$ cat config.mk
export PLATFORM = sky130hd
export DESIGN_NAME = universal_shift_register
export DESIGN_NICKNAME = d
export VERILOG_FILES = /design/src/rtl/usr_pkg.sv /design/src/rtl/usr_next_value.sv /design/src/rtl/universal_shift_register.sv
export SDC_FILE = /design/constraint.sdc
export NUM_CORES = 1
export LEC_CHECK = 0
export BUFFER_PORTS_ARGS = -buffer_cell sky130_fd_sc_hd__buf_2
export CELL_PAD_IN_SITES_DETAIL_PLACEMENT = 0
export CELL_PAD_IN_SITES_GLOBAL_PLACEMENT = 2
export CORE_ASPECT_RATIO = 0.75
export CORE_MARGIN = 1.5
export CORE_UTILIZATION = 31
export DETAILED_ROUTE_END_ITERATION = 10
export GPL_TIMING_DRIVEN = 0
export PLACE_DENSITY_LB_ADDON = 0.3
export RECOVER_POWER = 25
export SYNTH_ARGS = -nofsm -noshare
export SYNTH_HDL_FRONTEND = slang
export SYNTH_HIERARCHICAL = 1
export SYNTH_SLANG_ARGS = --single-unit
$ cat constraint.sdc
create_clock -name clk -period 6 [get_ports clk]
set_input_delay 1.2 -clock clk [delete_from_list [all_inputs] [get_ports clk]]
set_output_delay 1.2 -clock clk [all_outputs]
set_load 0.01 [all_outputs]
$ cat src/rtl/usr_pkg.sv
// Shared types for the universal shift register: op encoding and FSM states.
package usr_pkg;

  typedef enum logic [2:0] {
    OP_HOLD  = 3'd0,
    OP_SHL   = 3'd1,
    OP_SHR   = 3'd2,
    OP_ROL   = 3'd3,
    OP_ROR   = 3'd4,
    OP_ASR   = 3'd5,
    OP_LOAD  = 3'd6,
    OP_CLEAR = 3'd7
  } op_e;

  typedef enum logic {
    ST_IDLE  = 1'b0,
    ST_SHIFT = 1'b1
  } state_e;

  function automatic logic is_shift_op(input op_e o);
    return (o != OP_HOLD) && (o != OP_LOAD) && (o != OP_CLEAR);
  endfunction

endpackage

$ cat src/rtl/usr_next_value.sv
// Single-step shift/rotate datapath, shared by the accept edge and burst edges.
module usr_next_value
  import usr_pkg::*;
#(
  parameter int WIDTH = 8
) (
  input  logic [WIDTH-1:0] q_i,
  input  op_e              op_i,
  input  logic             serial_in_i,
  output logic [WIDTH-1:0] next_q_o,
  output logic             next_shift_out_o
);

  always_comb begin
    next_q_o         = q_i;
    next_shift_out_o = 1'b0;
    unique case (op_i)
      OP_SHL: begin
        next_q_o         = {q_i[WIDTH-2:0], serial_in_i};
        next_shift_out_o = q_i[WIDTH-1];
      end
      OP_SHR: begin
        next_q_o         = {serial_in_i, q_i[WIDTH-1:1]};
        next_shift_out_o = q_i[0];
      end
      OP_ROL: begin
        next_q_o         = {q_i[WIDTH-2:0], q_i[WIDTH-1]};
        next_shift_out_o = q_i[WIDTH-1];
      end
      OP_ROR: begin
        next_q_o         = {q_i[0], q_i[WIDTH-1:1]};
        next_shift_out_o = q_i[0];
      end
      OP_ASR: begin
        next_q_o         = {q_i[WIDTH-1], q_i[WIDTH-1:1]};
        next_shift_out_o = q_i[0];
      end
      default: begin
        next_q_o         = q_i;
        next_shift_out_o = 1'b0;
      end
    endcase
  end

endmodule

$ cat src/rtl/universal_shift_register.sv
// Universal shift register with single-cycle load/clear and multi-cycle shift bursts.
// The first shift lands on the accepting edge; remaining shifts run in SHIFT state.
module universal_shift_register
  import usr_pkg::*;
#(
  parameter int WIDTH = 8,
  parameter int CW    = $clog2(WIDTH + 1)
) (
  input  logic             clk,
  input  logic             reset_n,
  input  logic             op_valid,
  input  logic [2:0]       op,
  input  logic [CW-1:0]    burst_len,
  input  logic [WIDTH-1:0] load_data,
  input  logic             serial_in,
  output logic [WIDTH-1:0] q,
  output logic             shift_out,
  output logic             busy,
  output logic             done
);

  state_e           state_q, state_d;
  op_e              op_q, op_d;
  logic [CW-1:0]    remaining_q, remaining_d;
  logic [WIDTH-1:0] q_q, q_d;
  logic             shift_out_q, shift_out_d;
  logic             done_q, done_d;

  op_e              op_in;
  op_e              step_op;
  logic [WIDTH-1:0] step_q;
  logic             step_shift_out;

  assign op_in   = op_e'(op);
  assign step_op = (state_q == ST_SHIFT) ? op_q : op_in;

  usr_next_value #(.WIDTH(WIDTH)) u_next (
    .q_i              (q_q),
    .op_i             (step_op),
    .serial_in_i      (serial_in),
    .next_q_o         (step_q),
    .next_shift_out_o (step_shift_out)
  );

  always_ff @(posedge clk) begin
    if (!reset_n) begin
      state_q     <= ST_IDLE;
      op_q        <= OP_HOLD;
      remaining_q <= '0;
      q_q         <= '0;
      shift_out_q <= 1'b0;
      done_q      <= 1'b0;
    end else begin
      state_q     <= state_d;
      op_q        <= op_d;
      remaining_q <= remaining_d;
      q_q         <= q_d;
      shift_out_q <= shift_out_d;
      done_q      <= done_d;
    end
  end

  always_comb begin
    state_d     = state_q;
    op_d        = op_q;
    remaining_d = remaining_q;
    q_d         = q_q;
    shift_out_d = shift_out_q;
    done_d      = 1'b0;
    unique case (state_q)
      ST_IDLE: begin
        if (op_valid) begin
          if (is_shift_op(op_in)) begin
            q_d         = step_q;
            shift_out_d = step_shift_out;
            op_d        = op_in;
            // burst_len 0 and 1 both mean a single shift
            if (burst_len <= CW'(1)) begin
              done_d = 1'b1;
            end else begin
              state_d     = ST_SHIFT;
              remaining_d = burst_len - CW'(1);
            end
          end else if (op_in == OP_LOAD) begin
            q_d    = load_data;
            done_d = 1'b1;
          end else if (op_in == OP_CLEAR) begin
            q_d    = '0;
            done_d = 1'b1;
          end
        end
      end
      ST_SHIFT: begin
        q_d         = step_q;
        shift_out_d = step_shift_out;
        remaining_d = remaining_q - CW'(1);
        if (remaining_q == CW'(1)) begin
          state_d = ST_IDLE;
          done_d  = 1'b1;
        end
      end
      default: state_d = ST_IDLE;
    endcase
  end

  always_comb begin
    busy = (state_q == ST_SHIFT);
  end

  assign q         = q_q;
  assign shift_out = shift_out_q;
  assign done      = done_q;

endmodule

# Word-level counts from Yosys, hierarchy flattened
# Cells that the tools add are included.
[word_totals]
regBits = 18
wordCells = 60
[classes]
addsub = 2
order_cmp = 1
n_eq_ne = 14
mux = 27
n_bitwise = 1
n_reduce_logical = 9
[ops]
columns = ["operator", "count"]
rows = [
  ["one-hot mux 8 bit (5 select lines)", 1],
  ["two-way mux 8 bit", 4],
  ["one-hot mux 8 bit (2 select lines)", 1],
  ["== test 3 bit (second input constant)", 4],
  ["two-way mux 1 bit", 12],
  ["two-way mux 4 bit", 3],
  ["one-hot mux 1 bit (2 select lines)", 4],
  ["one-hot mux 4 bit (2 select lines)", 1],
  ["subtractor 4 x 1 -> 4 bit (second input constant)", 2],
  ["== test 3 x 2 -> 1 bit (second input constant)", 2],
  ["inequality test 2 bit (second input constant)", 3],
  ["inequality test 3 bit (second input constant)", 2],
  ["AND reduction 3 bit", 2],
  ["== test 4 x 1 -> 1 bit (second input constant)", 1],
  ["<= comparator 4 x 1 -> 1 bit (second input constant)", 1],
  ["inequality test 4 bit (second input constant)", 1],
  ["AND reduction 2 bit", 2],
  ["== test 3 x 1 -> 1 bit (second input constant)", 1],
  ["two-way mux 3 bit", 1],
  ["nonzero test 3 bit", 1],
  ["OR reduction 3 bit", 1],
  ["logical AND 1 bit", 2],
  ["OR reduction 2 bit", 1],
  ["NOT 1 bit", 1],
]

# Longest topological paths before layout
[logic_depth]
depth_word = 7
mapped_depth = 11

# Cells and area by module
# Netlist, hierarchy kept.
[modules_own_cells]
columns = ["module", "instances", "cells_per_inst", "area_per_inst_um2", "seq_area_each_um2"]
rows = [
  ["universal_shift_register", 1, 111, 947.2, 360.3],
  ["usr_next_value", 1, 47, 264.0, 0.0],
]

# Least setup slack after synthesis
# No wires, ideal clock.
[synth_timing]
path_kind = "in2reg"
startpoint = "input op[1]"
endpoint = "register q_q[1], in the netlist q[1]"
setup_ns = 0.123
arrival_ns = 2.535
slack_ns = 3.342
path_stages = 8
n_path_buf = 1
path_cell_list = "mux2_2 inv_1 ha_1 o21ai_2 buf_2 a21oi_1 a221oi_1 nor2_1"
[synth_via]
elab_chain_cells = 6
elab_cells_between_ends = 20
[synth_lines]
columns = ["element", "line", "rtl"]
rows = [
  ["start, declared", "universal_shift_register.sv:12", "input logic [2:0] op,"],
  ["two-way mux 3 bit (*)", "universal_shift_register.sv:35", "assign step_op = (state_q == ST_SHIFT) ? op_q : op_in;"],
  ["== test 3 bit (tied with other cells)", "usr_next_value.sv:17", "unique case (op_i)"],
  ["one-hot mux 8 bit (5 select lines) (*)", "usr_next_value.sv:17", ""],
  ["via step_q[1]", "universal_shift_register.sv:31", "logic [WIDTH-1:0] step_q;"],
  ["two-way mux 8 bit", "universal_shift_register.sv:73", "if (is_shift_op(op_in)) begin"],
  ["two-way mux 8 bit", "universal_shift_register.sv:72", "if (op_valid) begin"],
  ["one-hot mux 8 bit (2 select lines) (*)", "universal_shift_register.sv:70", "unique case (state_q)"],
  ["end signal, assigned", "universal_shift_register.sv:57", "q_q <= q_d;"],
  ["end, declared", "universal_shift_register.sv:25", "logic [WIDTH-1:0] q_q, q_d;"],
]
# The timed path passes the listed nets; every way through them passes the cells marked *. The select of a mux whose other input is x is not followed.
# A chain may end at the register's enable or synchronous reset.

# Worst setup path after layout
[layout_timing]
startpoint = "register state_q, in the netlist busy"
endpoint = "register q_q[6], in the netlist q[6]"
[layout_via]
elab_chain_cells = 6
elab_cells_between_ends = 14
[layout_lines]
columns = ["element", "line", "rtl"]
rows = [
  ["start, declared", "universal_shift_register.sv:22", "state_e state_q, state_d;"],
  ["start signal, assigned", "universal_shift_register.sv:54", "state_q <= state_d;"],
  ["two-way mux 3 bit (*)", "universal_shift_register.sv:35", ""],
  ["via step_op[1]", "universal_shift_register.sv:30", "op_e step_op;"],
  ["== test 3 bit (tied with other cells)", "usr_next_value.sv:17", ""],
  ["one-hot mux 8 bit (5 select lines) (*)", "usr_next_value.sv:17", ""],
  ["via step_q[6]", "universal_shift_register.sv:31", ""],
  ["two-way mux 8 bit", "universal_shift_register.sv:73", ""],
  ["two-way mux 8 bit", "universal_shift_register.sv:72", ""],
  ["one-hot mux 8 bit (2 select lines) (*)", "universal_shift_register.sv:70", ""],
]
# Marks and branches as above.

==> results.txt <==
Worst-Margin Slew - 1000 ps
TNS Setup - 0 ps
Sink Count - 18
post-cts resize count - 0
post-synthesis xor/xnor area fraction - 0
Post-Route WL - 3510 µm
Max Slew Vio Count - 0
First-pass DRT Iterations - 4
period utilization - 0.508
leakage - 0.597 nW
via count - 1306
Worst R2R End - q[6]$_SDFFE_PN0P_
Worst Clk Skew - 2.18 ps
gpl congestion - 0.740
simple-gate share of the synthesized area - 0.229
Most used DFF post-synth - dfxtp_1
HPWL reported at the end of detailed placement - 2680 µm
Synth cell types - 38
CP Capture Type - flip-flop
ys async rst share - 0
die width - 75.2 µm
Final Hold Fails - 0
RR Startpoint - busy$_SDFF_PN0_
Core Region - 3710 µm²
Compound-Gate Fraction of Synth Area - 0.311
critical path arrival - 3190 ps
Worst Setup SP - busy$_SDFF_PN0_
Yosys Warn Count - 6
Initial Util - 0.327
number of post-CTS setup repair buffers - 0
first-pass GRT wire length - 5770 µm
Boundary Pins - 30
gr ovfl total - 0
post-route antenna net violation count - 0
P per Cell Area - 258 nW/µm²
f_max - 328 MHz
Diodes inserted - 0
Worst-Skew Late Latency - 260 ps
kind of critical path - flip-flop to flip-flop
CTS Root Cell - clkbuf_8
post-route minimum period - 3050 ps
largest net degree at the start of global routing - 11
Hold/Removal Path Class - flip-flop to flip-flop
mean post-synth cell area - 7.67 µm²
1st-iter DRT viols - 105
num rows - 19
worst-case clock buffer depth - 2
crit path to - q[6]$_SDFFE_PN0P_
vias in the first global route - 1211
count of final setup violators - 0
critical-path maximum fanout - 10
setup slack, reg-to-reg - 2950 ps
GR Util All Layers - 0.177
cell count after synthesis - 158
Critical Path RT - 6150 ps
Final #Nets - 216
Cell Area, Synth - 1210 µm²
I/O Buffers - 29
Num CTS Buffers - 3
ratio of cells with drive above 1 in the final layout - 0.199
mux cell area share after synthesis - 0.0620
area grow syn2layout - 21.2%
H-tree Lvls - 1
drt via density - 5.37
clock slew at reported path FFs - 70 ps
Seq cells post-synth - 18
Max-Cap Viols - 0
Hold Path Cell Cnt - 2
Synth Area in Adders - 0.0517
maximum vdd drop - 0.0918 mV
# hold bufs at CTS - 0
register area share after synthesis - 0.298
DR WL/cell - 14.4 µm
Total Power - 0.000379 W
CP startpoint kind - flip-flop
combinational family with the most area after synthesis - compound AO/OA/AOI/OAI gates
die height - 57.1 µm
status - completed
die area - 4290 µm²
number of synthesized flops with an enable pin - 0
Worst R2R Path Depth - 10
Syn Nets - 182
RSZ-0062 raised after global routing - no
DRC - 0
CTS tree - built
Rel. slew slack - 0.328
Hold WS - 487 ps
initial antenna violation count - 0
-- how the worst min path moves through the flow --
| stage | endpoint | from |
|---|---|---|
| floorplan | op_q[0]$_SDFFE_PN0P_ | op_q[0]$_SDFFE_PN0P_ |
| global placement | op_q[0]$_SDFFE_PN0P_ | op_q[0]$_SDFFE_PN0P_ |
| detailed placement | shift_out$_SDFFE_PN0P_ | shift_out$_SDFFE_PN0P_ |
| CTS | shift_out$_SDFFE_PN0P_ | shift_out$_SDFFE_PN0P_ |
| global route | shift_out$_SDFFE_PN0P_ | shift_out$_SDFFE_PN0P_ |
| finish | shift_out$_SDFFE_PN0P_ | shift_out$_SDFFE_PN0P_ |
-- per-stage QoR --
stage           util  cell area (µm²)  setup WS [ps]  std cells
6_report       0.396             1470           2950        243
5_1_grt        0.396             1470           2760        243
4_1_cts        0.398             1480           2990        243
3_5_place_dp   0.383             1420           3000        239
3_3_place_gp   0.383             1420           3010        239
2_1_floorplan      -             1210           3340        158
-- placed cells by master, fill, tap and decap left out, drive strengths merged, types with 5 or more instances in the layout --
cell and n:
a21oi 14, a221oi 8, a22oi 6, buf 25, clkbuf 14, dfxtp 18, ha 5, inv 8
nand2 10, nand3b 5, nor2 25, o21ai 15
-- cell families after synthesis --
logic type	count (synthesis)
buffers and inverters	15
AO/OA/AOI/OAI	56
adder cells (fa/ha/maj)	5
flip-flops	18
AND/OR/NAND/NOR	57
multiplexers	7
-- critical path, stage by stage (launching register included) --
cell and delay [ps]:
dfxtp_1 450, clkbuf_1 410, clkbuf_1 410, mux2_2 460
inv_1 90, ha_1 250, o21ai_2 130, buf_2 270
a21oi_1 100, a221oi_1 270, nor2_1 80
-- layout make-up --
class	instances	area (µm²)
repair buffers	29	136
multi-input cells	125	792
fillers	411	2240
clock buffers	4	55.1
inverters	9	33.8
well taps	52	65.1
plain buffers	6	25.0
flip-flops and latches	18	360
-- Yosys cell counts (3+ instances only) --
library cell	number	area, µm²
mux2_2	4	45.0
a22oi_1	6	45.0
ha_1	5	62.6
a21oi_1	14	70.1
o21ai_0	12	60.1
a221oi_1	8	70.1
dfxtp_1	18	360
nor2_1	25	93.8
nand3b_1	5	37.5
nand3_1	4	20.0
inv_1	7	26.3
nand2_1	10	37.5
clkbuf_1	3	11.3
mux2i_1	3	30.0
-- power breakdown --
part | total, W | switching, W | internal (W)
Clock | 0.000101 | 0.0000429 | 0.0000584
Sequential | 0.000150 | 0.0000165 | 0.000133
Combinational | 0.000128 | 0.0000743 | 0.0000539
Total | 0.000379 | 0.000134 | 0.000245
-- sequential cells by signal (all words and copies together), names as in the netlist --
name / cells
op_q: 3
shift_out: 1
busy: 1
q: 8
done: 1
remaining_q: 4
-- metal layers --
| layer | GRT usage | vias to the layer above | wire [µm] |
|---|---|---|---|
| met3 | 0.0512 | 2 | 232 |
| met5 | 0 | - | 0 |
| met1 | 0.265 | 615 | 1760 |
| met4 | 0.0332 | 0 | 19 |
| li1 | - | 651 | - |
| met2 | 0.254 | 38 | 1490 |
No activity file was read; power rests on OpenSTA's default activity.
